$ cat src/rtl/cpu_ctrl_pkg.sv
// Shared control-bundle types for the RV32 decode/pipeline boundary: opcode field
// codes, per-stage control structs, their bubble values and stage-to-stage projections.
package cpu_ctrl_pkg;

    typedef enum logic [2:0] {
        ALU_AND = 3'b000,
        ALU_OR  = 3'b001,
        ALU_ADD = 3'b010,
        ALU_SLT = 3'b011,
        ALU_XOR = 3'b100,
        ALU_SLL = 3'b101,
        ALU_SUB = 3'b110,
        ALU_SRL = 3'b111
    } alu_op_e;

    typedef enum logic [1:0] {
        BR_NONE = 2'b00,
        BR_COND = 2'b01,
        BR_JAL  = 2'b10,
        BR_JALR = 2'b11
    } branch_e;

    typedef enum logic [2:0] {
        IMM_I = 3'd0,
        IMM_S = 3'd1,
        IMM_B = 3'd2,
        IMM_U = 3'd3,
        IMM_J = 3'd4
    } imm_e;

    typedef struct packed {
        alu_op_e alu_op;
        branch_e branch;
        imm_e    imm_type;
        logic    pc_to_reg_src;
        logic    rd_src;
        logic    alu_src;
        logic    mem_to_reg;
        logic    mem_write;
        logic    mem_read;
        logic    reg_write;
        logic    rs1_sel;
        logic    rs2_sel;
        logic    alu_sel;
        logic    freg_write;
    } ctrl_id_t;

    typedef struct packed {
        alu_op_e alu_op;
        branch_e branch;
        logic    pc_to_reg_src;
        logic    rd_src;
        logic    alu_src;
        logic    mem_to_reg;
        logic    mem_write;
        logic    mem_read;
        logic    reg_write;
        logic    rs1_sel;
        logic    rs2_sel;
        logic    alu_sel;
        logic    freg_write;
    } ctrl_ex_t;

    typedef struct packed {
        logic mem_read;
        logic mem_write;
        logic mem_to_reg;
        logic reg_write;
        logic freg_write;
        logic rd_src;
    } ctrl_mem_t;

    typedef struct packed {
        logic mem_to_reg;
        logic reg_write;
        logic freg_write;
    } ctrl_wb_t;

    localparam ctrl_id_t BUBBLE_ID = '{
        alu_op: ALU_ADD, branch: BR_NONE, imm_type: IMM_I,
        pc_to_reg_src: 1'b0, rd_src: 1'b0, alu_src: 1'b0, mem_to_reg: 1'b0,
        mem_write: 1'b0, mem_read: 1'b0, reg_write: 1'b0, rs1_sel: 1'b0,
        rs2_sel: 1'b0, alu_sel: 1'b0, freg_write: 1'b0
    };

    localparam ctrl_ex_t BUBBLE_EX = '{
        alu_op: ALU_ADD, branch: BR_NONE,
        pc_to_reg_src: 1'b0, rd_src: 1'b0, alu_src: 1'b0, mem_to_reg: 1'b0,
        mem_write: 1'b0, mem_read: 1'b0, reg_write: 1'b0, rs1_sel: 1'b0,
        rs2_sel: 1'b0, alu_sel: 1'b0, freg_write: 1'b0
    };

    localparam ctrl_mem_t BUBBLE_MEM = '{
        mem_read: 1'b0, mem_write: 1'b0, mem_to_reg: 1'b0,
        reg_write: 1'b0, freg_write: 1'b0, rd_src: 1'b0
    };

    localparam ctrl_wb_t BUBBLE_WB = '{mem_to_reg: 1'b0, reg_write: 1'b0, freg_write: 1'b0};

    // The immediate type is consumed in decode, so it is dropped at ID/EX.
    function automatic ctrl_ex_t to_ex(input ctrl_id_t c);
        ctrl_ex_t r;
        r.alu_op        = c.alu_op;
        r.branch        = c.branch;
        r.pc_to_reg_src = c.pc_to_reg_src;
        r.rd_src        = c.rd_src;
        r.alu_src       = c.alu_src;
        r.mem_to_reg    = c.mem_to_reg;
        r.mem_write     = c.mem_write;
        r.mem_read      = c.mem_read;
        r.reg_write     = c.reg_write;
        r.rs1_sel       = c.rs1_sel;
        r.rs2_sel       = c.rs2_sel;
        r.alu_sel       = c.alu_sel;
        r.freg_write    = c.freg_write;
        return r;
    endfunction

    function automatic ctrl_mem_t to_mem(input ctrl_ex_t c);
        ctrl_mem_t r;
        r.mem_read   = c.mem_read;
        r.mem_write  = c.mem_write;
        r.mem_to_reg = c.mem_to_reg;
        r.reg_write  = c.reg_write;
        r.freg_write = c.freg_write;
        r.rd_src     = c.rd_src;
        return r;
    endfunction

    function automatic ctrl_wb_t to_wb(input ctrl_mem_t c);
        ctrl_wb_t r;
        r.mem_to_reg = c.mem_to_reg;
        r.reg_write  = c.reg_write;
        r.freg_write = c.freg_write;
        return r;
    endfunction

endpackage

$ cat src/rtl/load_use_detect.sv
// Combinational load-use hazard detector: a load in EX whose destination is read,
// in the same register class, by the instruction in ID.
module load_use_detect #(
    parameter int REG_W = 5
) (
    input  logic             ex_valid,
    input  logic             ex_mem_read,
    input  logic             ex_freg_write,
    input  logic [REG_W-1:0] ex_rd,
    input  logic             id_valid,
    input  logic [REG_W-1:0] id_rs1,
    input  logic [REG_W-1:0] id_rs2,
    input  logic             id_rs1_used,
    input  logic             id_rs2_used,
    input  logic             id_rs1_sel,
    input  logic             id_rs2_sel,
    output logic             lu
);

    logic target_real;
    logic rs1_hit;
    logic rs2_hit;

    // x0 is hardwired to zero so it never carries a dependency; f0 is a real register.
    assign target_real = ex_freg_write | (ex_rd != '0);

    assign rs1_hit = id_rs1_used && (id_rs1 == ex_rd) && (id_rs1_sel == ex_freg_write);
    assign rs2_hit = id_rs2_used && (id_rs2 == ex_rd) && (id_rs2_sel == ex_freg_write);

    assign lu = ex_valid && ex_mem_read && id_valid && target_real && (rs1_hit || rs2_hit);

endmodule

$ cat src/rtl/ctrl_pipe.sv
// Control-bundle pipeline registers (ID/EX, EX/MEM, MEM/WB) plus stage sequencing:
// memory-stall freeze, taken-branch squash and load-use interlock.
module ctrl_pipe
    import cpu_ctrl_pkg::*;
#(
    parameter int REG_W = 5
) (
    input  logic             clk,
    input  logic             rst,
    input  logic             id_valid,
    input  ctrl_id_t         id_ctrl,
    input  logic [REG_W-1:0] id_rd,
    input  logic [REG_W-1:0] id_rs1,
    input  logic [REG_W-1:0] id_rs2,
    input  logic             id_rs1_used,
    input  logic             id_rs2_used,
    input  logic             ex_branch_taken,
    input  logic             mem_stall,
    output ctrl_ex_t         ex_ctrl,
    output ctrl_mem_t        mem_ctrl,
    output ctrl_wb_t         wb_ctrl,
    output logic [REG_W-1:0] ex_rd,
    output logic [REG_W-1:0] mem_rd,
    output logic [REG_W-1:0] wb_rd,
    output logic             ex_valid,
    output logic             mem_valid,
    output logic             wb_valid,
    output logic             pc_hold,
    output logic             ifid_flush
);

    ctrl_ex_t         ex_q;
    ctrl_mem_t        mem_q;
    ctrl_wb_t         wb_q;
    logic [REG_W-1:0] ex_rd_q, mem_rd_q, wb_rd_q;
    logic             ex_valid_q, mem_valid_q, wb_valid_q;
    logic             lu;
    logic             ex_bubble;

    load_use_detect #(.REG_W(REG_W)) u_lu (
        .ex_valid      (ex_valid_q),
        .ex_mem_read   (ex_q.mem_read),
        .ex_freg_write (ex_q.freg_write),
        .ex_rd         (ex_rd_q),
        .id_valid      (id_valid),
        .id_rs1        (id_rs1),
        .id_rs2        (id_rs2),
        .id_rs1_used   (id_rs1_used),
        .id_rs2_used   (id_rs2_used),
        .id_rs1_sel    (id_ctrl.rs1_sel),
        .id_rs2_sel    (id_ctrl.rs2_sel),
        .lu            (lu)
    );

    // A branch squash outranks the interlock: the stalled instruction is discarded anyway.
    assign pc_hold    = !rst && (mem_stall || (!ex_branch_taken && lu));
    assign ifid_flush = !rst && !mem_stall && ex_branch_taken;
    assign ex_bubble  = ex_branch_taken || lu || !id_valid;

    // NOTE: every pipeline register is in the async reset so each stage comes up as a
    // bubble; the state updates use non-blocking assignments so all stages shift together.
    always_ff @(posedge clk or posedge rst) begin
        if (rst) begin
            ex_q        <= BUBBLE_EX;
            mem_q       <= BUBBLE_MEM;
            wb_q        <= BUBBLE_WB;
            ex_rd_q     <= '0;
            mem_rd_q    <= '0;
            wb_rd_q     <= '0;
            ex_valid_q  <= 1'b0;
            mem_valid_q <= 1'b0;
            wb_valid_q  <= 1'b0;
        end else if (!mem_stall) begin
            wb_q        <= to_wb(mem_q);
            wb_rd_q     <= mem_rd_q;
            wb_valid_q  <= mem_valid_q;
            mem_q       <= to_mem(ex_q);
            mem_rd_q    <= ex_rd_q;
            mem_valid_q <= ex_valid_q;
            if (ex_bubble) begin
                ex_q       <= BUBBLE_EX;
                ex_rd_q    <= '0;
                ex_valid_q <= 1'b0;
            end else begin
                ex_q       <= to_ex(id_ctrl);
                ex_rd_q    <= id_rd;
                ex_valid_q <= 1'b1;
            end
        end
    end

    // NOTE: outputs start from the registered value before masking, so no path leaves
    // a field unassigned and no latch is inferred.
    always_comb begin
        ex_ctrl            = ex_q;
        ex_ctrl.reg_write  = ex_q.reg_write  & ex_valid_q;
        ex_ctrl.freg_write = ex_q.freg_write & ex_valid_q;
        ex_ctrl.mem_write  = ex_q.mem_write  & ex_valid_q;

        mem_ctrl            = mem_q;
        mem_ctrl.reg_write  = mem_q.reg_write  & mem_valid_q;
        mem_ctrl.freg_write = mem_q.freg_write & mem_valid_q;
        mem_ctrl.mem_write  = mem_q.mem_write  & mem_valid_q;

        wb_ctrl            = wb_q;
        wb_ctrl.reg_write  = wb_q.reg_write  & wb_valid_q;
        wb_ctrl.freg_write = wb_q.freg_write & wb_valid_q;
    end

    assign ex_rd     = ex_rd_q;
    assign mem_rd    = mem_rd_q;
    assign wb_rd     = wb_rd_q;
    assign ex_valid  = ex_valid_q;
    assign mem_valid = mem_valid_q;
    assign wb_valid  = wb_valid_q;

endmodule
$ cat config.mk
export PLATFORM = sky130hd
export DESIGN_NAME = ctrl_pipe
export DESIGN_NICKNAME = d
export VERILOG_FILES = /design/src/rtl/cpu_ctrl_pkg.sv /design/src/rtl/load_use_detect.sv /design/src/rtl/ctrl_pipe.sv
export SDC_FILE = /design/constraint.sdc
export NUM_CORES = 1
export LEC_CHECK = 0
export CORE_MARGIN = 10
export CORE_UTILIZATION = 35
export CTS_BUF_LIST = sky130_fd_sc_hd__clkbuf_4 sky130_fd_sc_hd__clkbuf_8 sky130_fd_sc_hd__clkbuf_16
export DETAILED_ROUTE_END_ITERATION = 7
export GPL_TIMING_DRIVEN = 0
export PLACE_DENSITY = 0.76
export SLEW_MARGIN = 5
export SYNTH_ARGS = -nofsm -noshare
export SYNTH_HDL_FRONTEND = slang
export SYNTH_HIERARCHICAL = 1
export SYNTH_SLANG_ARGS = --single-unit
$ cat constraint.sdc
create_clock -name clk -period 2.4 [get_ports clk]
set_input_delay 0.24 -clock clk [delete_from_list [all_inputs] [get_ports clk]]
set_output_delay 0.24 -clock clk [all_outputs]
set_load 0.02 [all_outputs]
==> impl_metrics.tcl <==
set metrics [dict create \
    drtIter0Drc 30 \
    r2r_cells 10 \
    ir_worst_vdd_mv 0.312 \
    cts_tree "built" \
    p_int_uw 1340 \
    worstPathMaxFanout 5 \
    synth_common_cells "dfrtp_1 (42), and2_1 (24), a31o_1 (19), buf_4 (18), mux2_4 (12)" \
    crit_path_end "pc_hold" \
    drt_first_pass_iters 4 \
    synth-seq-cells 43 \
    maxCapViolCount 0 \
    cp_data_arrival_time_ps 2130 \
    areaGrowthSynthToFinish_pct 52.4 \
    final_cells 339 \
    antenna_found_initial 0 \
    synthArstFlopShare 1.00 \
    drc 0 \
    ant_nets 0 \
    totalPowerFinal_uw 1780 \
    numCtsBuffers 5 \
    hold_viol_final 0 \
    yosys.area.top_type_share 0.490 \
    avgSynthCellArea_um2 12.8 \
    r2r_slack_ps 320 \
    syn_nets 208 \
    path_class "register to output port" \
    yosys.cell_types.count 26 \
    grt_max_degree 26 \
    power.leakage_uw 0.00149 \
    powerDensity_mw_per_mm2 545 \
    die_h_um 98.3 \
    synth_edf_count 0 \
    clock_power_share 0.303 \
    synth_most_common_cell "dfrtp_1" \
    yosysTopAreaCell "dfrtp_1" \
    utilization 0.552 \
    setup_tns_ps 0 \
    grt_pass1_wl_um 9000 \
    cp-end-kind "output port" \
    fin_crit_ps 2370 \
    htree_levels 2 \
    dpl.cell_count 325 \
    maxSlewViolCount 0 \
    r2r-start "ex_rd[2]" \
    worstSetupStartpoint "ex_rd[4]" \
    drt-total-wl_um 5490 \
    grt.overflow.total 0 \
    hold_buffers 0 \
    synth_area_mm2 0.00215 \
    synth_cells 167 \
    path_clk_slew_ps 80 \
    combPwrFrac 0.236 \
    outcome "finished clean" \
    seq_power_share 0.461 \
    net-switching-power_uw 438 \
    portBuffers 82 \
    yosys-top-cells-area "dfrtp_1 (49%), mux2_4 (8.4%), a31o_1 (7.8%), and2_1 (7.0%), buf_4 (6.3%)" \
    r2r_end "ex_ctrl[8]" \
    rows 28 \
    slew_headroom 0.707 \
    yosys_warnings 6 \
    finalCritPeriodShare 0.988 \
    wl_per_cell_um 16.2 \
    ios 86 \
    clk_latency_ps 290 \
    via_per_inst 4.65 \
    finalSetupViolations 0 \
    hold_class "input port to async pin" \
    cts_root_buf "clkbuf_8" \
    fillers 522 \
    fmax_ghz 0.422 \
    clk_path_buf_depth 2 \
    antenna_cells 0 \
    worst-slew-pin-transition_ps 439 \
    p_sw_frac 0.246 \
    layout-drive-gt1-share 0.269 \
    required_ps 2160 \
    synth_ff_type "dfrtp_1" \
    finClkSkew_ps 5.74 \
    core_mm2 0.00592 \
    grt_use_total 0.114 \
    dieArea_mm2 0.00966 \
    gp_congestion 0.746 \
    via_count 1578 \
    yosysSeqAreaShare 0.502 \
    hold_ws_ps 306 \
    rsz0062_at_grt "true" \
    hpwl_um 4320 \
    nets 305 \
    cts.sinks 43 \
    cp-start-kind "register" \
    die_w_um 98.3 \
    grt_pass1_vias 1682 \
    start_util 0.362 \
]
[through the flow]
stage / setup slack (ps) / area [um^2]
4_1_cts: -13.9 / 3260
3_3_place_gp: -776 / 3060
3_5_place_dp: -551 / 3080
6_report: 28.0 / 3270
5_1_grt: -72.3 / 3270
2_1_floorplan: 98.3 / 2150
[kinds of logic after synthesis]
family / share of synthesized area
flip-flops: 0.502
AND/OR/NAND/NOR: 0.122
buffers and inverters: 0.100
AO/OA/AOI/OAI: 0.0904
multiplexers: 0.136
XOR/XNOR: 0.0490
[what timing repair did]
item	CTS	global route
pin swaps	7	2
resized for setup	15	1
setup endpoints to repair	1	2
buffers inserted	6	1
[worst max-delay path, cell delays in order, from the launching register on]
cell	delay, ps
dfrtp_2	450
xor2_1	170
or4_4	530
a21oi_2	160
or2b_1	250
a21oi_1	120
buf_4	160
[layer usage]
layer,wire length [um],GRT usage
met1,2110,0.124
met5,0,0
met4,58,0.0331
met2,2880,0.198
met3,446,0.0465
[power by group through the flow]
stage	Clock [uW]	Sequential [uW]	Combinational (uW)
after floorplan	0	855	187
final	539	822	420
after CTS	562	823	428
after global placement	0	836	405
after global routing	600	832	450
after detailed placement	0	839	414
[layout make-up]
class,instances,area [um^2],share of cell area
multi-input combinational,97,880,0.269
inverter,2,7.51,0.00230
clock inverter,1,30.0,0.00918
clock buffer,6,76.3,0.0233
sequential,43,1080,0.332
tap,75,93.8,0.0287
timing repair buffer,90,891,0.272
buffer,25,208,0.0635
[worst min-delay path by stage]
| stage | startpoint | end | slack, ps | depth (start not counted) |
|---|---|---|---|---|
| 5_1_grt | rst | ex_ctrl[3] | 340 | 2 |
| 3_5_place_dp | wb_rd[3] | wb_rd[3] | 490 | 1 |
| 2_1_floorplan | id_ctrl[17] | ex_ctrl[14] | 380 | 2 |
| 6_report | rst | ex_ctrl[9] | 310 | 2 |
| 4_1_cts | rst | ex_ctrl[3] | 310 | 2 |
| 3_3_place_gp | wb_rd[2] | wb_rd[2] | 470 | 1 |
[flip-flops by register name (all words and copies together) (netlist names)]
name,cells
wb_ctrl,1
ex_valid,1
ex_q,3
ex_rd,5
mem_rd,5
mem_valid,1
wb_rd,5
wb_q,2
wb_valid,1
ex_ctrl,13
mem_q,3
mem_ctrl,3
[cells in the final DEF (no fill, tap or decap)]
cell type	Yosys	final
clkbuf_4	0	1
dfrtp_2	0	6
buf_12	0	1
buf_6	6	6
a21oi_1	2	1
clkbuf_8	0	5
xor2_1	6	6
a31o_2	1	1
a2bb2oi_1	1	1
and2_1	24	24
xnor2_2	0	2
xnor2_1	6	4
nor3b_4	1	1
and2_0	2	2
a31o_1	19	19
mux2_4	12	12
or2b_1	1	1
a21oi_2	0	1
mux2_1	10	10
nand4_1	3	3
nor2_1	2	2
bufinv_16	0	1
nand2_1	1	1
buf_2	1	1
or4_4	0	2
nor4_1	1	1
dfstp_2	1	1
clkdlybuf4s50_1	0	81
inv_2	1	2
dfrtp_1	42	36
and3_1	1	1
and2_2	2	2
buf_4	18	26
Note: power is estimated with default switching activity, not from simulation.
